===== src/rtl/music_seq.sv =====
// Song sequencer: walks a synchronous note ROM one note per beat and drives a square-wave tone.
// Optional MUSIC_ARTIC_EN: silences speak for the last BEAT_CYC/8 cycles of each beat.
module music_seq #(
  parameter int CLK_HZ   = 1_000_000,
  parameter int BEAT_HZ  = 4,
  parameter int ADDR_W   = 8,
  parameter int SONG_LEN = 139,
  parameter int DIV_W    = 16
) (
  input  logic              clk,
  input  logic              rst_n,
  input  logic              play,
  input  logic              stop,
  input  logic              pause,
  input  logic              loop,
  input  logic [3:0]        note_code,
  output logic [ADDR_W-1:0] note_addr,
  output logic              speak,
  output logic              high,
  output logic [3:0]        led,
  output logic              busy,
  output logic              done
);

  localparam int BEAT_CYC = CLK_HZ / BEAT_HZ;
  localparam int BEAT_W   = $clog2(BEAT_CYC);
  localparam logic [BEAT_W-1:0] BEAT_LAST = BEAT_W'(BEAT_CYC - 1);
  localparam logic [ADDR_W-1:0] ADDR_LAST = ADDR_W'(SONG_LEN - 1);
`ifdef MUSIC_ARTIC_EN
  // Beat value one before the silent tail starts (speak is registered one edge ahead).
  localparam logic [BEAT_W-1:0] GAP_PREV = BEAT_W'(BEAT_CYC - BEAT_CYC / 8 - 1);
`endif

  typedef enum logic [2:0] {IDLE, FETCH_A, FETCH_B, PLAY, PAUSED} state_t;

  function automatic int freq_of(input int code);
    case (code)
      1:       return 262;
      2:       return 294;
      3:       return 330;
      4:       return 349;
      5:       return 392;
      6:       return 440;
      7:       return 494;
      8:       return 523;
      9:       return 587;
      10:      return 659;
      11:      return 698;
      12:      return 784;
      13:      return 880;
      14:      return 988;
      15:      return 1046;
      default: return 0;
    endcase
  endfunction

  logic [DIV_W-1:0] hp_tab [16];
  logic [3:0]       led_tab [16];

  for (genvar gi = 0; gi < 16; gi++) begin : g_note
    localparam int F = freq_of(gi);
    assign hp_tab[gi]  = (F == 0) ? '0 : DIV_W'(CLK_HZ / (2 * ((F == 0) ? 1 : F)));
    assign led_tab[gi] = (gi == 0)  ? 4'd0 :
                         (gi <= 7)  ? 4'(gi) :
                         (gi <= 14) ? 4'(gi - 7) : 4'd1;
  end

  state_t            state_reg;
  logic [BEAT_W-1:0] beat_cnt_reg;
  logic [DIV_W-1:0]  tone_cnt_reg;
  logic [DIV_W-1:0]  hp_reg;
  logic              code_nz_reg;
  logic              tone_lvl_reg;
  logic [ADDR_W-1:0] note_addr_reg;
  logic              speak_reg;
  logic              high_reg;
  logic [3:0]        led_reg;
  logic              busy_reg;
  logic              done_reg;

  logic             run;
  logic             beat_end;
  logic             tone_hit;
  logic             speak_next;
  logic [DIV_W-1:0] hp_last;

  // PLAY and PAUSED both advance on an edge where pause is low, so the time lost
  // to a pause equals exactly the number of edges pause was sampled high.
  assign run      = ((state_reg == PLAY) || (state_reg == PAUSED)) && !pause;
  assign beat_end = (beat_cnt_reg == BEAT_LAST);
  assign hp_last  = hp_reg - DIV_W'(1);
  assign tone_hit = (tone_cnt_reg == hp_last);

`ifdef MUSIC_ARTIC_EN
  assign speak_next = (tone_lvl_reg ^ tone_hit) & ~(beat_cnt_reg >= GAP_PREV);
`else
  assign speak_next = tone_lvl_reg ^ tone_hit;
`endif

  always_ff @(posedge clk) begin
    if (!rst_n) begin
      state_reg     <= IDLE;
      beat_cnt_reg  <= '0;
      tone_cnt_reg  <= '0;
      hp_reg        <= '0;
      code_nz_reg   <= 1'b0;
      tone_lvl_reg  <= 1'b0;
      note_addr_reg <= '0;
      speak_reg     <= 1'b0;
      high_reg      <= 1'b0;
      led_reg       <= '0;
      busy_reg      <= 1'b0;
      done_reg      <= 1'b0;
    end else begin
      done_reg <= 1'b0;
      if (stop) begin
        state_reg     <= IDLE;
        beat_cnt_reg  <= '0;
        tone_cnt_reg  <= '0;
        tone_lvl_reg  <= 1'b0;
        note_addr_reg <= '0;
        speak_reg     <= 1'b0;
        high_reg      <= 1'b0;
        led_reg       <= '0;
        busy_reg      <= 1'b0;
      end else begin
        case (state_reg)
          IDLE: begin
            if (play) begin
              state_reg     <= FETCH_A;
              note_addr_reg <= '0;
              beat_cnt_reg  <= '0;
              busy_reg      <= 1'b1;
            end
          end
          FETCH_A: begin
            state_reg    <= FETCH_B;
            beat_cnt_reg <= beat_cnt_reg + BEAT_W'(1);
            tone_cnt_reg <= '0;
            tone_lvl_reg <= 1'b0;
            speak_reg    <= 1'b0;
          end
          FETCH_B: begin
            // ROM data for note_addr is valid in this cycle.
            state_reg    <= PLAY;
            beat_cnt_reg <= beat_cnt_reg + BEAT_W'(1);
            tone_cnt_reg <= '0;
            tone_lvl_reg <= 1'b0;
            speak_reg    <= 1'b0;
            code_nz_reg  <= (note_code != 4'd0);
            hp_reg       <= hp_tab[note_code];
            high_reg     <= note_code[3];
            led_reg      <= led_tab[note_code];
          end
          PLAY, PAUSED: begin
            if (!run) begin
              state_reg    <= PAUSED;
              tone_lvl_reg <= 1'b0;
              speak_reg    <= 1'b0;
            end else if (beat_end) begin
              beat_cnt_reg <= '0;
              tone_cnt_reg <= '0;
              tone_lvl_reg <= 1'b0;
              speak_reg    <= 1'b0;
              if (note_addr_reg != ADDR_LAST) begin
                state_reg     <= FETCH_A;
                note_addr_reg <= note_addr_reg + ADDR_W'(1);
              end else if (loop) begin
                state_reg     <= FETCH_A;
                note_addr_reg <= '0;
              end else begin
                state_reg     <= IDLE;
                note_addr_reg <= '0;
                high_reg      <= 1'b0;
                led_reg       <= '0;
                busy_reg      <= 1'b0;
                done_reg      <= 1'b1;
              end
            end else begin
              state_reg    <= PLAY;
              beat_cnt_reg <= beat_cnt_reg + BEAT_W'(1);
              if (code_nz_reg) begin
                if (tone_hit) begin
                  tone_cnt_reg <= '0;
                  tone_lvl_reg <= ~tone_lvl_reg;
                end else begin
                  tone_cnt_reg <= tone_cnt_reg + DIV_W'(1);
                end
                speak_reg <= speak_next;
              end else begin
                tone_cnt_reg <= '0;
                tone_lvl_reg <= 1'b0;
                speak_reg    <= 1'b0;
              end
            end
          end
          default: state_reg <= IDLE;
        endcase
      end
    end
  end

  assign note_addr = note_addr_reg;
  assign speak     = speak_reg;
  assign high      = high_reg;
  assign led       = led_reg;
  assign busy      = busy_reg;
  assign done      = done_reg;

endmodule


===== config.mk =====
export PLATFORM = sky130hd
export DESIGN_NAME = music_seq
export DESIGN_NICKNAME = d
export VERILOG_FILES = /design/src/rtl/music_seq.sv
export SDC_FILE = /design/constraint.sdc
export NUM_CORES = 1
export LEC_CHECK = 0
export CORE_ASPECT_RATIO = 1.4
export CORE_MARGIN = 2
export CORE_UTILIZATION = 33
export CTS_CLUSTER_DIAMETER = 50
export DETAILED_ROUTE_END_ITERATION = 10
export GPL_ROUTABILITY_DRIVEN = 0
export GPL_TIMING_DRIVEN = 0
export SLEW_MARGIN = 30
export SYNTH_ARGS = -nofsm -noshare
export SYNTH_HDL_FRONTEND = slang
export SYNTH_SLANG_ARGS = --single-unit
export TNS_END_PERCENT = 20

===== constraint.sdc =====
create_clock -name clk -period 3.9 [get_ports clk]
set_input_delay 1.17 -clock clk [delete_from_list [all_inputs] [get_ports clk]]
set_output_delay 1.17 -clock clk [all_outputs]
set_load 0.05 [all_outputs]

**After elaboration in Yosys (flattened, before gate mapping)**

Memories as Yosys holds them, arrays and structs flattened. A register that Yosys moved wholly into a read port is not among the register bits.
Cells that the tools add are included.

- Flip-flop bits (word level): 55
- ROM bits: 320
- Input port bits: 10
- Output and inout bits: 16
- Word-level logic and storage cells: 104
- Memories: 2

Memories:

| memory | words | width | rd ports | clocked after Yosys merged registers in | write ports | RTL line | text |
|---|---|---|---|---|---|---|---|
| (no name shown) | 16 | 16 | 1 | 1 | 0 | 151 | `hp_reg <= hp_tab[note_code];` |
| (no name shown) | 16 | 4 | 1 | 0 | 0 | 153 | `led_reg <= led_tab[note_code];` |

- Add/subtract/negate cells: 4
- $lt $le $gt $ge: 1
- Equal/unequal tests: 13
- Mux-type cells: 44
- Bitwise operators: 8
- Reductions and logical operators: 21

Operator list:

| kind | count |
|---|---|
| $mux 16 | 4 |
| $mux 18 | 3 |
| $pmux 18 s3 | 1 |
| $mux 8 | 4 |
| $pmux 16 s2 | 1 |
| $mux 4 | 6 |
| $add 18x1->18 const B | 1 |
| $eq 18x18->1 const B | 1 |
| $add 16x1->16 const B | 1 |
| $eq 16x16->1 | 1 |
| $pmux 8 s2 | 1 |
| $sub 16x1->16 const B | 1 |
| $mux 1 | 15 |
| $pmux 3 s4 | 1 |
| $ne 2x2->1 const B | 5 |
| $mux 3 | 3 |
| $add 8x1->8 const B | 1 |
| $ne 8x8->1 const B | 1 |
| $pmux 1 s2 | 4 |
| $pmux 4 s2 | 1 |
| $eq 3x2->1 const B | 2 |
| $not 1->1 | 6 |
| $reduce_and 2->1 | 3 |
| $reduce_and 6->1 | 1 |
| other kinds (18) | 23 |

**Logic depth before layout (Yosys ltp)**

Gate-level depths: netlist (run 1).

- Depth in word-level cells: 7
- Depth in mapped cells: 10
- Gate-level depth less buffers: 9

**Worst setup path before layout (run 1)**

No wires, ideal clock.

- Path type: in2reg
- Start point: in pause
- End point: reg beat_cnt_reg[10]
- Arrival time: 2.982 ns
- Slack: 0.847 ns
- Stages on the path: 8
- Cells stage by stage: buf_2 -> a21o_1 -> a221oi_2 -> and4_1 -> buf_2 -> nand3_1 -> or4b_1 -> a21oi_1

- Cells in the longest elaborated chain, start to end: 4

RTL lines:

| what | RTL line | text |
|---|---|---|
| start, declared | 14 | `input logic pause,` |
| $logic_not 1->1 | 89 | `assign run = ((state_reg == PLAY) \|\| (state_reg == PAUSED)) && !pause;` |
| $logic_and 1x1->1 | 89 |  |
| $ne 2x2->1 (no source line) | - |  |
| $reduce_and 3->1 (no source line) | - |  |
| end signal, assigned | 138 | `beat_cnt_reg <= beat_cnt_reg + BEAT_W'(1);` |
| end signal, assigned | 146 | `beat_cnt_reg <= beat_cnt_reg + BEAT_W'(1);` |
| end signal, assigned | 181 | `beat_cnt_reg <= beat_cnt_reg + BEAT_W'(1);` |
| end, declared | 69 | `logic [BEAT_W-1:0] beat_cnt_reg;` |

No other way between the ends.
A chain may end at the register's enable or synchronous reset.

**Worst setup path after layout (run 1)**

- Start point: in play
- End point: reg beat_cnt_reg[10]

- Cells in the longest elaborated chain, start to end: 2

RTL lines:

| what | RTL line | text |
|---|---|---|
| start, declared | 12 | `input logic play,` |
| $ne 2x2->1 (no source line) | - |  |
| $reduce_and 3->1 (no source line) | - |  |

No other way between the ends.

==> results.txt, run 1 <==
outcome - finished clean
Worst setup SP type - input port
wire length of the first global-routing pass - 16.5 mm
critical path data required time - 4160 ps
placed wire-length estimate after detailed placement - 7.22 mm
netlist area before placement - 4000 um2
Power Internal - 1.14 mW
synth unique cells - 63
FMAX - 316 MHz
number of vias after detailed routing - 3685
Remaining Overflow, GRT - 0
number of slew-limit violations in the final report - 0
count of buffers inserted at the top-level ports - 22
Seq cells post-synth - 65
clock tree root driver cell - sky130_fd_sc_hd__clkbuf_16
Starting DRT DRC Count - 135
top_reg_cell synth - sky130_fd_sc_hd__dfxtp_1
CTS Buf Count - 9
minimum clock period - 3170 ps
slack of the critical path - 731 ps
Initial Util - 33.9%
reported max-cap violation count - 0
Placeable Area - 11800 um2
combinational group share of total power - 9.2%
number of H-tree levels - 3
leakage power figure - 1.68 nW
register-to-register setup slack - 1200 ps
vias in the first global route - 3550
area share of the largest cell type after synthesis - 32.5%
fraction of final layout cells sized beyond drive strength 1 - 6.17%
Total Neg Setup Slack - 0 ps
Critical Path End Type - register
share of synthesized flip-flops with an asynchronous set or reset - 0%
top fanout value on the critical path - 7
cell count of the worst hold path - 2
power density over the cells - 321 nW/um2
Area contributors post-synth - sky130_fd_sc_hd__dfxtp_1 (33%), sky130_fd_sc_hd__nand2_1 (6.2%), sky130_fd_sc_hd__nor2_1 (5.9%)
Post-DRT Antenna Nets - 0
pin count of the biggest net entering global routing - 11
Syn Nets - 539
top cells by count, synth - sky130_fd_sc_hd__nand2_1 (66), sky130_fd_sc_hd__dfxtp_1 (65), sky130_fd_sc_hd__nor2_1 (63)
warnings from Yosys - 0
clock latency of the later-clocked register in the worst-skew pair - 330 ps
x dimension of the die - 97.1 um
buffer count from post-CTS setup fixing - 0
launch point of the worst path - play
area enclosed by the die boundary - 13000 um2
Largest register FFs - 18
wire length per cell - 13.7 um
IO Pins - 26
switching power - 354 uW
clock tree skew after final layout - 5.51 ps
start point of the worst hold path - speak
Die Y - 134 um
non-filler cells, final - 698
Sw Ratio - 23.8%
proportion of synthesized chip area in sequential cells - 32.5%
reg-to-reg startpoint - state_reg[2]
Worst slew margin - 47.1%
cell type with the highest aggregate area in the netlist - sky130_fd_sc_hd__dfxtp_1
synth-to-layout area growth - 16.1%
most frequent cell after synthesis - sky130_fd_sc_hd__nand2_1
CTS tree - done
CTS hold repair buffers - 0
period utilization - 81.3%
final hold violations - 0
worst min path class - reg2reg
Register-to-Register Path Depth - 8
gr usage total - 15.3%
peak supply drop - 0.225 mV
mean instance size in the synthesized netlist - 7.74 um2
destination of the worst register-to-register timing path - tone_cnt_reg[5]
Sink Count - 65
post-layout power - 1.49 mW
num rows - 47
Final setup violation count - 0
Clk pin slew, worst setup/hold paths - 50 ps
clock tree buffer depth - 2
first drt pass iteration count - 4
final routed DRC violation total - 0
clock power share - 45.4%
Post-synth EDFFs - 0
final WL - 9.59 mm
worst slack, placed - 394 ps
antenna violations before repair - 0
PostCTS Resize Cnt - 0
final cell utilization of the core - 39.3%
Antenna Cells - 0
unrepaired setup endpoints after global routing - false
Tightest Pin Transition - 787 ps
ratio of routed vias to standard cells - 5.28
synthesized instance count - 517
sequential fraction of design power - 45.4%
Cell Count Post-Placement - 686
number of nets in the layout - 572
Setup Crit Path Kind - in2reg
capture endpoint of the worst hold path - speak
data arrival time at the worst-slack endpoint - 3420 ps
-- logic make-up (layout without fill, tap and decap cells) --
family	after synthesis	in the layout	share of synthesized area (%)
AO/OA/AOI/OAI	95	95	16.3
flip-flops	65	65	32.5
buffers and inverters	48	82	5.22
multiplexers	11	11	2.75
XOR/XNOR	39	39	8.53
adder cells (fa/ha/maj)	12	12	3.75
AND/OR/NAND/NOR	246	246	30.9
other	1	1	0.0937
-- cell usage in the layout (no fill, tap or decap), types with 3 or more instances in the layout --
cell,instances
sky130_fd_sc_hd__nand2_1,66
sky130_fd_sc_hd__dfxtp_1,65
sky130_fd_sc_hd__nor2_1,63
sky130_fd_sc_hd__nand3_1,23
sky130_fd_sc_hd__a21oi_1,23
sky130_fd_sc_hd__clkdlybuf4s50_1,22
sky130_fd_sc_hd__clkbuf_1,21
sky130_fd_sc_hd__xor2_1,20
sky130_fd_sc_hd__xnor2_1,19
sky130_fd_sc_hd__inv_1,17
sky130_fd_sc_hd__o21ai_0,17
sky130_fd_sc_hd__nor3_1,15
sky130_fd_sc_hd__nand4_1,12
sky130_fd_sc_hd__ha_1,12
sky130_fd_sc_hd__mux2i_1,11
sky130_fd_sc_hd__and3_1,10
sky130_fd_sc_hd__nor2b_1,9
sky130_fd_sc_hd__clkbuf_16,9
sky130_fd_sc_hd__buf_2,8
sky130_fd_sc_hd__nand2b_1,8
sky130_fd_sc_hd__a31oi_1,8
sky130_fd_sc_hd__nor4_1,7
sky130_fd_sc_hd__o211ai_1,7
sky130_fd_sc_hd__o311ai_0,6
sky130_fd_sc_hd__o211a_1,5
sky130_fd_sc_hd__and2_1,4
sky130_fd_sc_hd__a22oi_1,4
sky130_fd_sc_hd__or3_1,4
sky130_fd_sc_hd__a21boi_0,4
sky130_fd_sc_hd__or2_2,3
sky130_fd_sc_hd__nor3b_1,3
-- critical path, stage by stage --
cell and delay (ps):
sky130_fd_sc_hd__clkdlybuf4s50_1 480, sky130_fd_sc_hd__inv_1 70, sky130_fd_sc_hd__a221oi_2 500, sky130_fd_sc_hd__and4_1 250, sky130_fd_sc_hd__buf_2 170, sky130_fd_sc_hd__nand3_1 140, sky130_fd_sc_hd__or4b_1 490, sky130_fd_sc_hd__a21oi_1 140
-- per-layer routing --
metal,vias to the layer above,share of wire (%),global-route usage [%]
li1,1879,-,-
met3,16,2.2,3.28
met1,1745,42,16.8
met2,45,54,28.5
met5,-,0,0
met4,0,2.0,5.56
-- per-stage QoR --
| stage | hold WS, ps | cell area, um2 |
|---|---|---|
| 2_1_floorplan | 432 | 4000 |
| 4_1_cts | 450 | 4650 |
| 3_5_place_dp | 444 | 4410 |
| 6_report | 445 | 4650 |
| 5_1_grt | 482 | 4650 |
| 3_3_place_gp | 439 | 4410 |
-- worst max-delay path by stage --
| stage | endpoint | slack (ps) | cells after the start |
|---|---|---|---|
| finish | beat_cnt_reg[10] | 730 | 8 |
| global placement | beat_cnt_reg[10] | 410 | 8 |
| CTS | beat_cnt_reg[17] | 730 | 9 |
| global route | beat_cnt_reg[17] | 550 | 9 |
| floorplan | beat_cnt_reg[10] | 850 | 8 |
| detailed placement | beat_cnt_reg[17] | 390 | 9 |
-- power groups by stage --
stage	clock network, mW	registers (mW)	logic (mW)
2_1_floorplan	0	0.693	0.0949
3_3_place_gp	0	0.689	0.134
3_5_place_dp	0	0.689	0.137
4_1_cts	0.699	0.676	0.137
5_1_grt	0.730	0.676	0.155
6_report	0.677	0.676	0.137
-- layout make-up --
class | count | area [um2]
Sequential cell | 65 | 1300
Tap cell | 147 | 184
Clock buffer | 10 | 229
Timing Repair Buffer | 22 | 220
Buffer | 31 | 145
Multi-Input combinational cell | 404 | 2490
Fill cell | 1202 | 7170
Inverter | 17 | 63.8
Clock inverter | 2 | 10.0
No activity file was read; power rests on OpenSTA's default activity.
==> run 2: changes to the inputs <==
clock period = 2.7 ns   (was 3.9 ns; I/O delays follow)
==> run 2 against run 1 <==
Net effect:
- register-to-register slack worse by 1100 ps
- setup slack worse by 660 ps
- die area stayed put
- flip-flop and latch count did not move
- cell area grew 1.9%
- global-route usage barely moved
- clock skew hardly changed
- critical path type unchanged
- largest power group unchanged
==> results.txt, run 2 (synthesis gave the netlist of run 1 again) <==
unrepaired setup endpoints after global routing - true
Clk pin slew, worst setup/hold paths - 50 ps
Sink Count - 65
number of H-tree levels - 3
sequential fraction of design power - 45.1%
slack of the critical path - 74.7 ps
outcome - finished clean
clock tree buffer depth - 2
area enclosed by the die boundary - 13000 um2
CTS tree - done
wire length of the first global-routing pass - 16.5 mm
Remaining Overflow, GRT - 0
combinational group share of total power - 9.6%
Post-DRT Antenna Nets - 0
IO Pins - 26
CTS Buf Count - 9
first drt pass iteration count - 4
Starting DRT DRC Count - 127
commonest non-fill, non-tap cells in the layout - sky130_fd_sc_hd__nand2_1 (66), sky130_fd_sc_hd__dfxtp_1 (64), sky130_fd_sc_hd__nor2_1 (62)
synth-to-layout area growth - 18.2%
Total Neg Setup Slack - 0 ps
most common library cell in the layout ignoring fill and taps - sky130_fd_sc_hd__nand2_1
Antenna Cells - 0
non-filler cells, final - 701
reported max-cap violation count - 0
data arrival time at the worst-slack endpoint - 2880 ps
fraction of final layout cells sized beyond drive strength 1 - 8.12%
Final setup violation count - 0
Cell Count Post-Placement - 686
Setup Crit Path Kind - in2reg
leakage power figure - 1.71 nW
wire length per cell - 13.8 um
x dimension of the die - 97.1 um
clock power share - 45.3%
gr usage total - 15.3%
number of vias after detailed routing - 3680
pin count of the biggest net entering global routing - 11
Worst slew margin - 47.0%
final hold violations - 0
detailed-routing wirelength on met1 - 4.11 mm
ratio of routed vias to standard cells - 5.25
vias in the first global route - 3547
clock tree root driver cell - sky130_fd_sc_hd__clkbuf_16
final WL - 9.66 mm
critical path data required time - 2960 ps
number of slew-limit violations in the final report - 0
Post-DP Area - 4410 um2
worst slack, placed - -446 ps
placed wire-length estimate after detailed placement - 7.22 mm
count of buffers inserted at the top-level ports - 22
Initial Util - 33.9%
final cell utilization of the core - 40.1%
Tightest Pin Transition - 789 ps
top routing layer in use - met4
minimum clock period - 2630 ps
total non-filler cell area in the finished layout - 4730 um2
met3 WL post-DR - 162 um
Placeable Area - 11800 um2
power density over the cells - 457 nW/um2
FMAX - 381 MHz
period utilization - 97.2%
Critical Path End Type - register
top fanout value on the critical path - 6
peak supply drop - 0.335 mV
Power Internal - 1.65 mW
length of routed met2 wiring - 5.20 mm
final routed DRC violation total - 0
switching power - 517 uW
worst min path class - reg2reg
num rows - 47
clock latency of the later-clocked register in the worst-skew pair - 330 ps
Largest register FFs - 18
clock tree skew after final layout - 5.29 ps
antenna violations before repair - 0
number of nets in the layout - 575
Die Y - 134 um
Worst setup SP type - input port
Sw Ratio - 23.9%
## run 2: cell count changes in the layout (fill, tap and decap cells not counted), moves of 3 or more
cell	before	now
sky130_fd_sc_hd__buf_2	8	5
sky130_fd_sc_hd__clkbuf_2	0	3
sky130_fd_sc_hd__buf_4	1	6
sky130_fd_sc_hd__clkbuf_1	21	18
## run 2: final cells by class
type	count	area (um2)
Fill cell	1191	7090
Multi-Input combinational cell	404	2550
Sequential cell	65	1300
Timing Repair Buffer	25	243
Clock buffer	10	229
Tap cell	147	184
Buffer	31	156
Inverter	17	63.8
Clock inverter	2	10.0
## run 2: worst max-delay path, stage by stage
cell and delay, ps:
sky130_fd_sc_hd__clkdlybuf4s50_1 480, sky130_fd_sc_hd__inv_1 80, sky130_fd_sc_hd__a221oi_4 370, sky130_fd_sc_hd__and4_1 230, sky130_fd_sc_hd__clkbuf_4 170, sky130_fd_sc_hd__nand3_2 100, sky130_fd_sc_hd__or4b_1 480, sky130_fd_sc_hd__a21oi_1 140
## run 2: worst paths after layout
kind                   startpoint                to  slack [ps]  cells past startpoint
setup / recovery             play  beat_cnt_reg[10]          70                      8
hold / removal              speak             speak         450                      2
setup reg to reg  beat_cnt_reg[0]            led[2]         140                      8
hold reg to reg             speak             speak         450                      2
## run 2: per-stage QoR
| stage | hold slack (ps) | total power [mW] |
|---|---|---|
| floorplan | 432 | 1.14 |
| global placement | 439 | 1.19 |
| detailed placement | 444 | 1.19 |
| CTS | 450 | 2.19 |
| global route | 482 | 2.27 |
| finish | 445 | 2.16 |
## run 2: timing repair
item	4_1_cts	5_1_grt
hold buffers	0	0
pin swaps	1	3
buffers inserted	0	3
resized for setup	2	17
endpoints found under the setup margin	6	26
## run 2: power by group through the flow
| stage | combinational [mW] | sequential, mW | clock [mW] |
|---|---|---|---|
| 3_3_place_gp | 0.194 | 0.996 | 0 |
| 2_1_floorplan | 0.137 | 1.00 | 0 |
| 5_1_grt | 0.234 | 0.976 | 1.06 |
| 6_report | 0.208 | 0.977 | 0.979 |
| 3_5_place_dp | 0.197 | 0.996 | 0 |
| 4_1_cts | 0.200 | 0.976 | 1.01 |
## run 2: per-layer routing
layer,vias up,global-route usage (%)
li1,1887,-
met1,1746,16.9
met2,32,28.5
met3,15,3.28
met4,0,5.56
met5,-,0
==> run 3: changes to the inputs <==
clock period = 2.72 ns   (was 2.7 ns; I/O delays follow)
==> run 3 against run 2 <==
Net effect:
- clock power fell by 0.9%
- routed wire length rose by 0.24%
- setup slack improved by 29 ps
- sequential power down 0.8%
- total power is 0.86% lower
- worst hold slack about the same
- non-clock buffer count is the same
- combinational power about the same
- flip-flop and latch count did not move
- die area unchanged
==> results.txt, run 3 (synthesis gave the netlist of run 1 again) <==
outcome - finished clean
IO Pins - 26
worst min path class - reg2reg
FMAX - 382 MHz
CTS tree - done
crit path cell chain - clkdlybuf4s50_1, inv_1, a221oi_4, and4_1, buf_2, nand4_1, nor3_2, xnor2_1, nor2_1
area enclosed by the die boundary - 13000 um2
post-layout power - 2.15 mW
slowest stage delay, CP - 480 ps
Post-DRT Antenna Nets - 0
Tightest Pin Transition - 810 ps
worst slack, placed - -432 ps
gr usage total - 15.3%
number of nets in the layout - 575
number of fillers in the final layout - 1194
Antenna Cells - 0
cell family contributing the most delay on the critical path - simple AND/OR/NAND/NOR gates
Die Y - 134 um
Critical Path End Type - register
Largest register FFs - 18
critical path data required time - 2930 ps
Placeable Area - 11800 um2
Starting DRT DRC Count - 140
final hold violations - 0
Worst slew margin - 45.6%
Remaining Overflow, GRT - 0
first drt pass iteration count - 4
wire length per cell - 13.8 um
top fanout value on the critical path - 6
fraction of final layout cells sized beyond drive strength 1 - 8.12%
Clk pin slew, worst setup/hold paths - 50 ps
clock latency of the later-clocked register in the worst-skew pair - 330 ps
clock tree root driver cell - sky130_fd_sc_hd__clkbuf_16
final cell utilization of the core - 39.9%
placed wire-length estimate after detailed placement - 7.22 mm
data arrival time at the worst-slack endpoint - 2830 ps
x dimension of the die - 97.1 um
Final setup violation count - 0
CTS Buf Count - 9
clock tree skew after final layout - 5.32 ps
minimum clock period - 2620 ps
period utilization - 96.2%
Setup Crit Path Kind - in2reg
vias in the first global route - 3545
Initial Util - 33.9%
antenna violations before repair - 0
ratio of routed vias to standard cells - 5.27
slowest cell on the critical path - sky130_fd_sc_hd__clkdlybuf4s50_1
unrepaired setup endpoints after global routing - true
most common library cell in the layout ignoring fill and taps - sky130_fd_sc_hd__nand2_1
Sink Count - 65
final WL - 9.68 mm
Storage cell area - 1300 um2
CP bufs+invs - 3
Worst setup SP type - input port
number of vias after detailed routing - 3692
count of buffers inserted at the top-level ports - 22
wire length of the first global-routing pass - 16.5 mm
synth-to-layout area growth - 17.7%
number of slew-limit violations in the final report - 0
clock tree buffer depth - 2
reported max-cap violation count - 0
number of H-tree levels - 3
pin count of the biggest net entering global routing - 11
peak supply drop - 0.326 mV
leakage power figure - 1.71 nW
num rows - 47
slack of the critical path - 104 ps
area taken by multi-input logic gates - 2530 um2
power density over the cells - 455 nW/um2
final routed DRC violation total - 0
commonest non-fill, non-tap cells in the layout - sky130_fd_sc_hd__nand2_1 (66), sky130_fd_sc_hd__dfxtp_1 (64), sky130_fd_sc_hd__nor2_1 (62)
==> run 3: metrics by stage <==
step           cell area [um2]  TNS (ps)  hold slack, ps  std cells
3_3_place_gp              4410     -6680             439        686
4_1_cts                   4660         0             450        698
3_5_place_dp              4410     -7590             444        686
2_1_floorplan             4000         0             432        517
5_1_grt                   4710      -275             482        701
6_report                  4710         0             445        701
==> run 3: layout make-up <==
| cell class | instances | share of cell area [%] |
|---|---|---|
| plain buffers | 31 | 3.27 |
| clock buffers | 10 | 4.86 |
| clock inverters | 2 | 0.212 |
| inverters | 17 | 1.35 |
| multi-input cells | 404 | 53.6 |
| flip-flops and latches | 65 | 27.6 |
| well taps | 147 | 3.90 |
| repair buffers | 25 | 5.15 |
==> run 3: metal layers <==
layer  track usage [%]  part of all wire [%]  vias to the layer above
met5                 0                     0                        -
met4              5.56                   1.8                        0
met3              3.28                   1.7                       14
met2              28.5                    54                       44
met1              16.9                    42                     1745
li1                  -                     -                     1889
==> run 3: power by group <==
group	total (mW)	leakage [nW]	internal, mW	switching (mW)
logic	0.206	1.06	0.0831	0.123
registers	0.969	0.525	0.961	0.00882
clock network	0.970	0.120	0.591	0.379
==> run 3: worst register-to-register path, stage by stage, from the launching register on <==
cell                        delay, ps
sky130_fd_sc_hd__dfxtp_1          360
sky130_fd_sc_hd__ha_1             220
sky130_fd_sc_hd__or3b_2           460
sky130_fd_sc_hd__nor3_2           210
sky130_fd_sc_hd__nand2_1          190
sky130_fd_sc_hd__a2111oi_2        420
sky130_fd_sc_hd__nor2_1           160
sky130_fd_sc_hd__or3_1            370
sky130_fd_sc_hd__a21oi_1          130
==> run 3: what timing repair did <==
item | 4_1_cts | 5_1_grt
resized for setup | 2 | 14
cloned | 0 | 0
setup buffers | 0 | 3
setup endpoints to repair | 3 | 22
hold buffers | 0 | 0
pin swaps | 0 | 2
==> run 3: final timing paths <==
kind / start / to / slack, ps / cells after the start
worst max-delay path: play / beat_cnt_reg[17] / 100 / 9
worst min-delay path: speak / speak / 450 / 2
worst max register to register: beat_cnt_reg[0] / led[2] / 130 / 8
worst min register to register: speak / speak / 450 / 2
